--- src/rtl/vanilla_sb_writeback_arbiter.sv ---
// Writeback arbiter: shares the int/float RF write ports and scoreboard clears between
// buffered remote load responses and the idiv/fdiv units, and tracks remote-load credits.

module vanilla_sb_writeback_port #(
  parameter int data_width_p     = 32,
  parameter int reg_addr_width_p = 5,
  parameter int starve_limit_p   = 4
) (
  input  logic                        clk_i,
  input  logic                        reset_i,
  input  logic                        stall_all,
  input  logic                        buf_v,
  input  logic [reg_addr_width_p-1:0] buf_rd,
  input  logic [data_width_p-1:0]     buf_data,
  input  logic                        unit_v,
  input  logic [reg_addr_width_p-1:0] unit_rd,
  input  logic [data_width_p-1:0]     unit_data,
  output logic                        w_v,
  output logic [reg_addr_width_p-1:0] w_addr,
  output logic [data_width_p-1:0]     w_data,
  output logic                        unit_yumi,
  output logic                        buf_gnt
);
  localparam int SW = $clog2(starve_limit_p + 1);

  logic [SW-1:0] starve;
  logic          starved;
  logic          unit_win;

  assign starved  = (starve == SW'(starve_limit_p));
  // Buffered response wins by default since draining it returns network credit.
  assign unit_win = !stall_all && unit_v && (!buf_v || starved);
  assign buf_gnt  = !stall_all && buf_v && !unit_win;

  assign w_v       = unit_win || buf_gnt;
  assign w_addr    = unit_win ? unit_rd : buf_rd;
  assign w_data    = unit_win ? unit_data : buf_data;
  assign unit_yumi = unit_win;

  always_ff @(posedge clk_i or negedge reset_i) begin
    if (!reset_i)                   starve <= '0;
    else if (!stall_all) begin
      if (!unit_v || unit_win)      starve <= '0;
      else if (!starved)            starve <= starve + 1'b1;
    end
  end
endmodule

module vanilla_sb_writeback_arbiter #(
  parameter int data_width_p      = 32,
  parameter int reg_addr_width_p  = 5,
  parameter int max_out_credits_p = 16,
  parameter int starve_limit_p    = 4
) (
  input  logic                        clk_i,
  input  logic                        reset_i,
  input  logic                        stall_all,
  input  logic                        remote_issue_i,
  output logic                        credit_avail_o,
  input  logic                        remote_v_i,
  input  logic [data_width_p-1:0]     remote_data_i,
  input  logic [reg_addr_width_p-1:0] remote_rd_i,
  input  logic                        remote_float_i,
  output logic                        remote_ready_o,
  input  logic                        idiv_v_i,
  input  logic [data_width_p-1:0]     idiv_data_i,
  input  logic [reg_addr_width_p-1:0] idiv_rd_i,
  output logic                        idiv_yumi_o,
  input  logic                        fdiv_v_i,
  input  logic [data_width_p-1:0]     fdiv_data_i,
  input  logic [reg_addr_width_p-1:0] fdiv_rd_i,
  output logic                        fdiv_yumi_o,
  output logic                        int_w_v_o,
  output logic [reg_addr_width_p-1:0] int_w_addr_o,
  output logic [data_width_p-1:0]     int_w_data_o,
  output logic                        float_w_v_o,
  output logic [reg_addr_width_p-1:0] float_w_addr_o,
  output logic [data_width_p-1:0]     float_w_data_o,
  output logic                        int_sb_clear,
  output logic [reg_addr_width_p-1:0] int_sb_clear_id,
  output logic                        float_sb_clear,
  output logic [reg_addr_width_p-1:0] float_sb_clear_id
);
  localparam int NUM_LANES = 2;  // lane 0: int/idiv, lane 1: float/fdiv
  localparam int CW        = $clog2(max_out_credits_p + 1);
  localparam logic [CW-1:0] CMAX = CW'(max_out_credits_p);

  typedef struct packed {
    logic [data_width_p-1:0]     data;
    logic [reg_addr_width_p-1:0] rd;
    logic                        is_float;
  } resp_t;

  resp_t   buf_q;
  logic    buf_v;
  logic    buf_gnt;
  logic    accept;
  logic [CW-1:0] credit_cnt;

  logic [NUM_LANES-1:0]                       lane_buf_v, lane_unit_v;
  logic [NUM_LANES-1:0][reg_addr_width_p-1:0] lane_unit_rd, lane_w_addr;
  logic [NUM_LANES-1:0][data_width_p-1:0]     lane_unit_data, lane_w_data;
  logic [NUM_LANES-1:0]                       lane_w_v, lane_yumi, lane_buf_gnt;

  assign lane_buf_v     = {buf_v && buf_q.is_float, buf_v && !buf_q.is_float};
  assign lane_unit_v    = {fdiv_v_i, idiv_v_i};
  assign lane_unit_rd   = {fdiv_rd_i, idiv_rd_i};
  assign lane_unit_data = {fdiv_data_i, idiv_data_i};

  for (genvar g = 0; g < NUM_LANES; g++) begin : g_lane
    vanilla_sb_writeback_port #(
      .data_width_p(data_width_p), .reg_addr_width_p(reg_addr_width_p),
      .starve_limit_p(starve_limit_p)
    ) u_port (
      .clk_i(clk_i), .reset_i(reset_i), .stall_all(stall_all),
      .buf_v(lane_buf_v[g]), .buf_rd(buf_q.rd), .buf_data(buf_q.data),
      .unit_v(lane_unit_v[g]), .unit_rd(lane_unit_rd[g]), .unit_data(lane_unit_data[g]),
      .w_v(lane_w_v[g]), .w_addr(lane_w_addr[g]), .w_data(lane_w_data[g]),
      .unit_yumi(lane_yumi[g]), .buf_gnt(lane_buf_gnt[g])
    );
  end

  assign buf_gnt        = |lane_buf_gnt;
  assign remote_ready_o = !buf_v || buf_gnt;
  assign accept         = remote_v_i && remote_ready_o;
  assign credit_avail_o = (credit_cnt < CMAX);

  assign int_w_v_o         = lane_w_v[0];
  assign int_w_addr_o      = lane_w_addr[0];
  assign int_w_data_o      = lane_w_data[0];
  assign int_sb_clear      = lane_w_v[0];
  assign int_sb_clear_id   = lane_w_addr[0];
  assign float_w_v_o       = lane_w_v[1];
  assign float_w_addr_o    = lane_w_addr[1];
  assign float_w_data_o    = lane_w_data[1];
  assign float_sb_clear    = lane_w_v[1];
  assign float_sb_clear_id = lane_w_addr[1];
  assign idiv_yumi_o       = lane_yumi[0];
  assign fdiv_yumi_o       = lane_yumi[1];

  always_ff @(posedge clk_i or negedge reset_i) begin
    if (!reset_i) begin
      buf_v <= 1'b0;
      buf_q <= '0;
    end else if (accept) begin
      buf_v <= 1'b1;
      buf_q <= '{data: remote_data_i, rd: remote_rd_i, is_float: remote_float_i};
    end else if (buf_gnt) begin
      buf_v <= 1'b0;
    end
  end

  // Issue and return in the same cycle cancel; out-of-range updates saturate.
  always_ff @(posedge clk_i or negedge reset_i) begin
    if (!reset_i) begin
      credit_cnt <= '0;
    end else begin
      assert (!(remote_issue_i && !accept && credit_cnt == CMAX))
        else $error("remote issue with no credit available");
      assert (!(accept && !remote_issue_i && credit_cnt == '0))
        else $error("remote response with no outstanding load");
      if (remote_issue_i && !accept && credit_cnt != CMAX)
        credit_cnt <= credit_cnt + 1'b1;
      else if (accept && !remote_issue_i && credit_cnt != '0)
        credit_cnt <= credit_cnt - 1'b1;
    end
  end
endmodule
--- config.mk ---
export PLATFORM = sky130hd
export DESIGN_NAME = vanilla_sb_writeback_arbiter
export DESIGN_NICKNAME = d
export VERILOG_FILES = /design/src/rtl/vanilla_sb_writeback_arbiter.sv
export SDC_FILE = /design/constraint.sdc
export NUM_CORES = 1
export LEC_CHECK = 0
export CAP_MARGIN = 30
export CORE_MARGIN = 3
export CORE_UTILIZATION = 37
export CTS_CLUSTER_DIAMETER = 30
export DETAILED_ROUTE_END_ITERATION = 8
export PLACE_DENSITY = 0.81
export RECOVER_POWER = 25
export SKIP_CTS_REPAIR_TIMING = 1
export SLEW_MARGIN = 20
export SYNTH_ARGS = -nofsm -noshare
export SYNTH_HDL_FRONTEND = slang
export SYNTH_SLANG_ARGS = --single-unit
--- constraint.sdc ---
create_clock -name clk_i -period 4.2 [get_ports clk_i]
set_clock_uncertainty 0.15 [all_clocks]
set_input_delay 0.84 -clock clk_i [delete_from_list [all_inputs] [get_ports clk_i]]
set_output_delay 0.84 -clock clk_i [all_outputs]
set_load 0.02 [all_outputs]
# Word-level counts from Yosys, hierarchy flattened
# Cells that the tools add are included.
[classes]
n_addsub = 4
order_cmp = 1
n_eq_ne = 5
n_mux = 12
bitwise_logic = 1
reduce_logical = 39
[ops]
columns = ["operator", "n"]
rows = [
  ["32-bit two-way mux", 2],
  ["5-bit two-way mux", 4],
  ["1-bit logical AND", 15],
  ["3-bit two-way mux", 4],
  ["1-bit zero test", 11],
  ["1-bit logical OR", 7],
  ["3-bit by 1-bit adder with 3-bit output (second input constant)", 2],
  ["3-bit == test (second input constant)", 2],
  ["5-bit by 1-bit adder with 5-bit output (second input constant)", 1],
  ["5-bit less-than comparator (second input constant)", 1],
  ["5-bit != test (second input constant)", 1],
  ["5-bit nonzero test", 1],
  ["5-bit by 1-bit subtractor with 5-bit output (second input constant)", 1],
  ["2-bit != test (second input constant)", 2],
  ["2-bit AND reduction", 2],
  ["2-bit nonzero test", 2],
  ["1-bit two-way mux", 2],
  ["2-bit OR reduction", 1],
  ["1-bit inverter", 1],
]
[totals]
ff_bits = 50
inputBits = 119
output_inout_bits = 92
wordCells = 69

# Depth between registers and ports, before layout
[logic_depth]
word_depth = 14
ltp_mapped = 13
ltp_nobuf = 12

# Hierarchy
# A second synthesis with hierarchy kept.
[hier_totals]
hier_cells = 355
hier_area_um2 = 3510.9
[by_module_without_submodules]
columns = ["mod", "instances", "cells_each", "area_per_inst_um2"]
rows = [
  ["vanilla_sb_writeback_arbiter", 1, 227, 2052.0],
  ["vanilla_sb_writeback_port", 2, 64, 729.4],
]

# Worst setup path before layout
# Ideal clock, no wire load.
[synth_timing]
path_kind = "in2reg"
from = "input port stall_all"
to = "register credit_cnt[4]"
arrival_ns = 3.111
required_ns = 3.912
setup_slack_ns = 0.801
cell_stages = 10
path_cell_list = "and4b_1 > nand3_1 > nand3_1 > clkbuf_1 > nand2_1 > fa_1 > a21o_1 > a21oi_1 > nand2_1 > mux4_2"
[synth_via]
elab_chain_len = 12
word_cells_on_any_way = 21
cone_classes = "mux (1); reduce/logical (20)"
[synth_lines]
columns = ["item", "line_no", "rtl"]
rows = [
  ["from (decl)", "57", "input logic stall_all,"],
  ["1-bit zero test (*)", "32, 33", ""],
  ["1-bit logical AND (2 in series)", "32", "assign unit_win = !stall_all && unit_v && (!buf_v || starved);"],
  ["1-bit zero test", "33", "assign buf_gnt = !stall_all && buf_v && !unit_win;"],
  ["1-bit logical AND", "33", ""],
  ["2-bit OR reduction (*)", "123", "assign buf_gnt = |lane_buf_gnt;"],
  ["1-bit logical OR (*)", "124", "assign remote_ready_o = !buf_v || buf_gnt;"],
  ["1-bit logical AND (*)", "125", "assign accept = remote_v_i && remote_ready_o;"],
  ["1-bit zero test", "162", "if (remote_issue_i && !accept && credit_cnt != CMAX)"],
  ["1-bit logical AND (2 in series)", "162", ""],
  ["5-bit two-way mux or 2-bit nonzero test (tied branches)", "n/a", ""],
  ["to (signal assigned)", "163", "credit_cnt <= credit_cnt + 1'b1;"],
  ["to (signal assigned)", "165", "credit_cnt <= credit_cnt - 1'b1;"],
  ["to (decl)", "98", "logic [CW-1:0] credit_cnt;"],
]
# Every way passes the cells marked *; elsewhere a longest branch is shown, timed or not.
# A chain may end at the register's enable or synchronous reset.

# Worst setup path after layout
[layout_timing]
from = "input port fdiv_v_i"
to = "output port float_w_data_o[30]"
[layout_via]
elab_chain_len = 3
[layout_lines]
columns = ["item", "line_no", "rtl"]
rows = [
  ["from (decl)", "69", "input logic fdiv_v_i,"],
  ["1-bit logical AND (2 in series)", "32", ""],
  ["32-bit two-way mux", "37", "assign w_data = unit_win ? unit_data : buf_data;"],
  ["to (decl)", "78", "output logic [data_width_p-1:0] float_w_data_o,"],
]
# Every way passes these cells.

==> flow_summary.toml <==
[clock_tree]
clock_latency_ns = 0.30
htree_levels = 2
cts_buffers = 5
clk_path_buf_depth = 2
cts_root_buffer = "clkbuf_8"
cts_sinks = 50
clkTransAtPathRegs_ns = 0.10
cts_tree = "done"

[die]
core.rowCount = 33
start_util = 0.389
die_h_um = 99.9
die-area_sq_mm = 0.00998
ioPinCount = 211
coreArea_sq_mm = 0.00838
die_w_um = 99.9

[setup_path]
reg2regPathDepth = 8
r2r_end = "credit_cnt[4]$_DFFE_PN0P_"
crit_required_ns = 3.21
critPathCaptureType = "output pin"
start_kind = "input port"
critPathKind = "in -> out"
r2r_slack_ns = 0.96
cp_max_fo = 15
arrival_ns = 2.94
worstReg2RegStart = "credit_cnt[0]$_DFFE_PN0P_"

[min_path]
hold_path_depth = 2
hold_path.startpoint = "buf_q[22]$_DFFE_PN0P_"
holdCritPathClass = "reg -> reg"
hold_end = "buf_q[22]$_DFFE_PN0P_"

[placement]
io_buffers = 210
hpwl_mm = 8.52
routabilityCongestion = 0.857

[drt]
route.antenna.remaining_nets = 0
wl_met2_mm = 5.79
wl_met3_um = 681
highest_layer = "met4"
firstDrtPassIters = 4
drt_iter0_markers = 98
viasPerCell = 4.97
wl_met1_mm = 4.16
vias = 3230
wire_per_inst_um = 16.5
wl_mm = 10.8
route.detailed.drc = 0

[layout]
seqCellArea_sq_mm = 0.00125
multi_input_area_sq_mm = 0.00182
syn_to_final_growth_pct = 68.8
diodes = 0
fillCellCount = 689
drive_above_1_share = 0.178
final_nets = 671

[sta]
slew_violations = 51
worst_pin_slew_ns = 2.75
slew_headroom = -0.835
layout_min_cycle_time_ns = 3.93
rsz0062_at_grt = "no"
setup_viol = 0
final_hold_viol_count = 0
max_freq_mhz = 254
min_period_over_period = 0.937
final.setup.tns_ns = 0

[synthesis]
syn-instance-count = 349
ys_seq_area_frac = 0.383
synth.area.top_cells = "dfrtp_1 (38%), mux2_2 (26%), nand2_1 (14%), buf_4 (2.8%), ha_1 (2.7%)"
synth_cell_types = 37
synth_top_area_share = 0.383
synth_flop_cell = "dfrtp_1"
syn_area_per_cell_sq_um = 9.35
synth_nets = 476
synth_most_common_cell = "nand2_1"
yosysWarnings = 0
synth_common_cells = "nand2_1 (126), mux2_2 (74), dfrtp_1 (50), buf_4 (12), buf_2 (10)"
synth-seq-cells = 50
synthArstFlopShare = 1.00
yosysTopAreaCell = "dfrtp_1"
synth_area_sq_mm = 0.00326
synth_edf_count = 0

[pwr]
power.density_mw_per_mm2 = 348
ir_worst_vdd_mv = 0.257
leakage_nw = 2.42
power_mw = 1.92

[grt]
grt_pass1_wl_mm = 16.8
grt_max_degree = 51
grt_pass1_vias = 3258
gr-total-overflow = 0
antenna_found_initial = 0
grtUsageTotal = 0.209

[status]
status = "complete, but fails checks"
violations = "capacitance limit, slew limit"

[job]
maxCapViolCount = 1
worst max path at each step:
stage | depth (start not counted) | end | slack (ns) | start
4_1_cts | 6 | float_w_data_o[30] | 0.25 | fdiv_v_i
3_5_place_dp | 6 | float_w_data_o[30] | 0.25 | fdiv_v_i
2_1_floorplan | 10 | credit_cnt[4]$_DFFE_PN0P_ | 0.80 | stall_all
6_report | 6 | float_w_data_o[30] | 0.27 | fdiv_v_i
5_1_grt | 6 | float_w_data_o[10] | 0.17 | fdiv_v_i
3_3_place_gp | 6 | float_w_data_o[3] | 0.30 | fdiv_v_i
sequential cells by signal (all words and copies together), names as in the netlist:
| name | count |
|---|---|
| buf_q | 38 |
| g_lane.u_port.starve | 6 |
| buf_v | 1 |
| credit_cnt | 5 |
worst max-delay path, cell delays in order:
cell and delay (ns):
clkdlybuf4s50_1 0.52, inv_1 0.08, a311oi_4 0.27, buf_4 0.31, mux2_2 0.37, clkdlybuf4s50_1 0.55
cells by family after synthesis:
logic type               share of synthesized area
AO/OA/AOI/OAI                               0.0537
XOR/XNOR                                    0.0104
adder cells (fa/ha/maj)                     0.0330
buffers and inverters                       0.0671
flip-flops                                   0.383
multiplexers                                 0.268
AND/OR/NAND/NOR                              0.184
report_power, final:
group          switching [mW]  internal (mW)  leakage (nW)
Sequential             0.0672          0.554         0.618
Combinational           0.436          0.524          1.74
Clock                   0.160          0.176        0.0579
cells in the final DEF (no fill, tap or decap), types with 2 or more instances in the layout:
cell	netlist	final
nor2_1	8	8
nand3_1	5	4
mux2i_1	2	2
a21oi_1	5	5
dfrtp_1	50	50
clkbuf_8	0	5
ha_1	7	7
buf_4	12	7
mux2_2	74	74
o21ai_1	3	3
o21ai_0	4	4
clkdlybuf4s50_1	0	209
nand2_1	126	126
inv_1	7	7
a2bb2oi_1	2	2
clkinv_2	0	2
a21o_1	3	3
a32o_1	2	2
and4b_1	2	2
per-stage QoR:
stage           util  worst slack (ns)  cells  hold slack, ns  instance area (sq um)
2_1_floorplan      -             0.801    349           0.310                   3260
3_3_place_gp   0.644             0.303    642           0.328                   5400
3_5_place_dp   0.645             0.245    642           0.338                   5400
4_1_cts        0.658             0.246    650           0.361                   5510
5_1_grt        0.657             0.173    650           0.389                   5510
6_report       0.657             0.265    650           0.356                   5510
area by class of cell:
type / count / share of cell area
inverters: 7 / 0.00477
flip-flops and latches: 50 / 0.227
repair buffers: 218 / 0.394
clock inverters: 3 / 0.00727
multi-input cells: 262 / 0.331
well taps: 105 / 0.0239
clock buffers: 5 / 0.0125
metal layers:
| layer | GRT usage | vias up |
|---|---|---|
| li1 | - | 1549 |
| met1 | 0.248 | 1549 |
| met2 | 0.393 | 120 |
| met3 | 0.0382 | 12 |
| met4 | 0.0410 | 0 |
| met5 | 0 | - |
No activity file was read; power rests on OpenSTA's default activity.
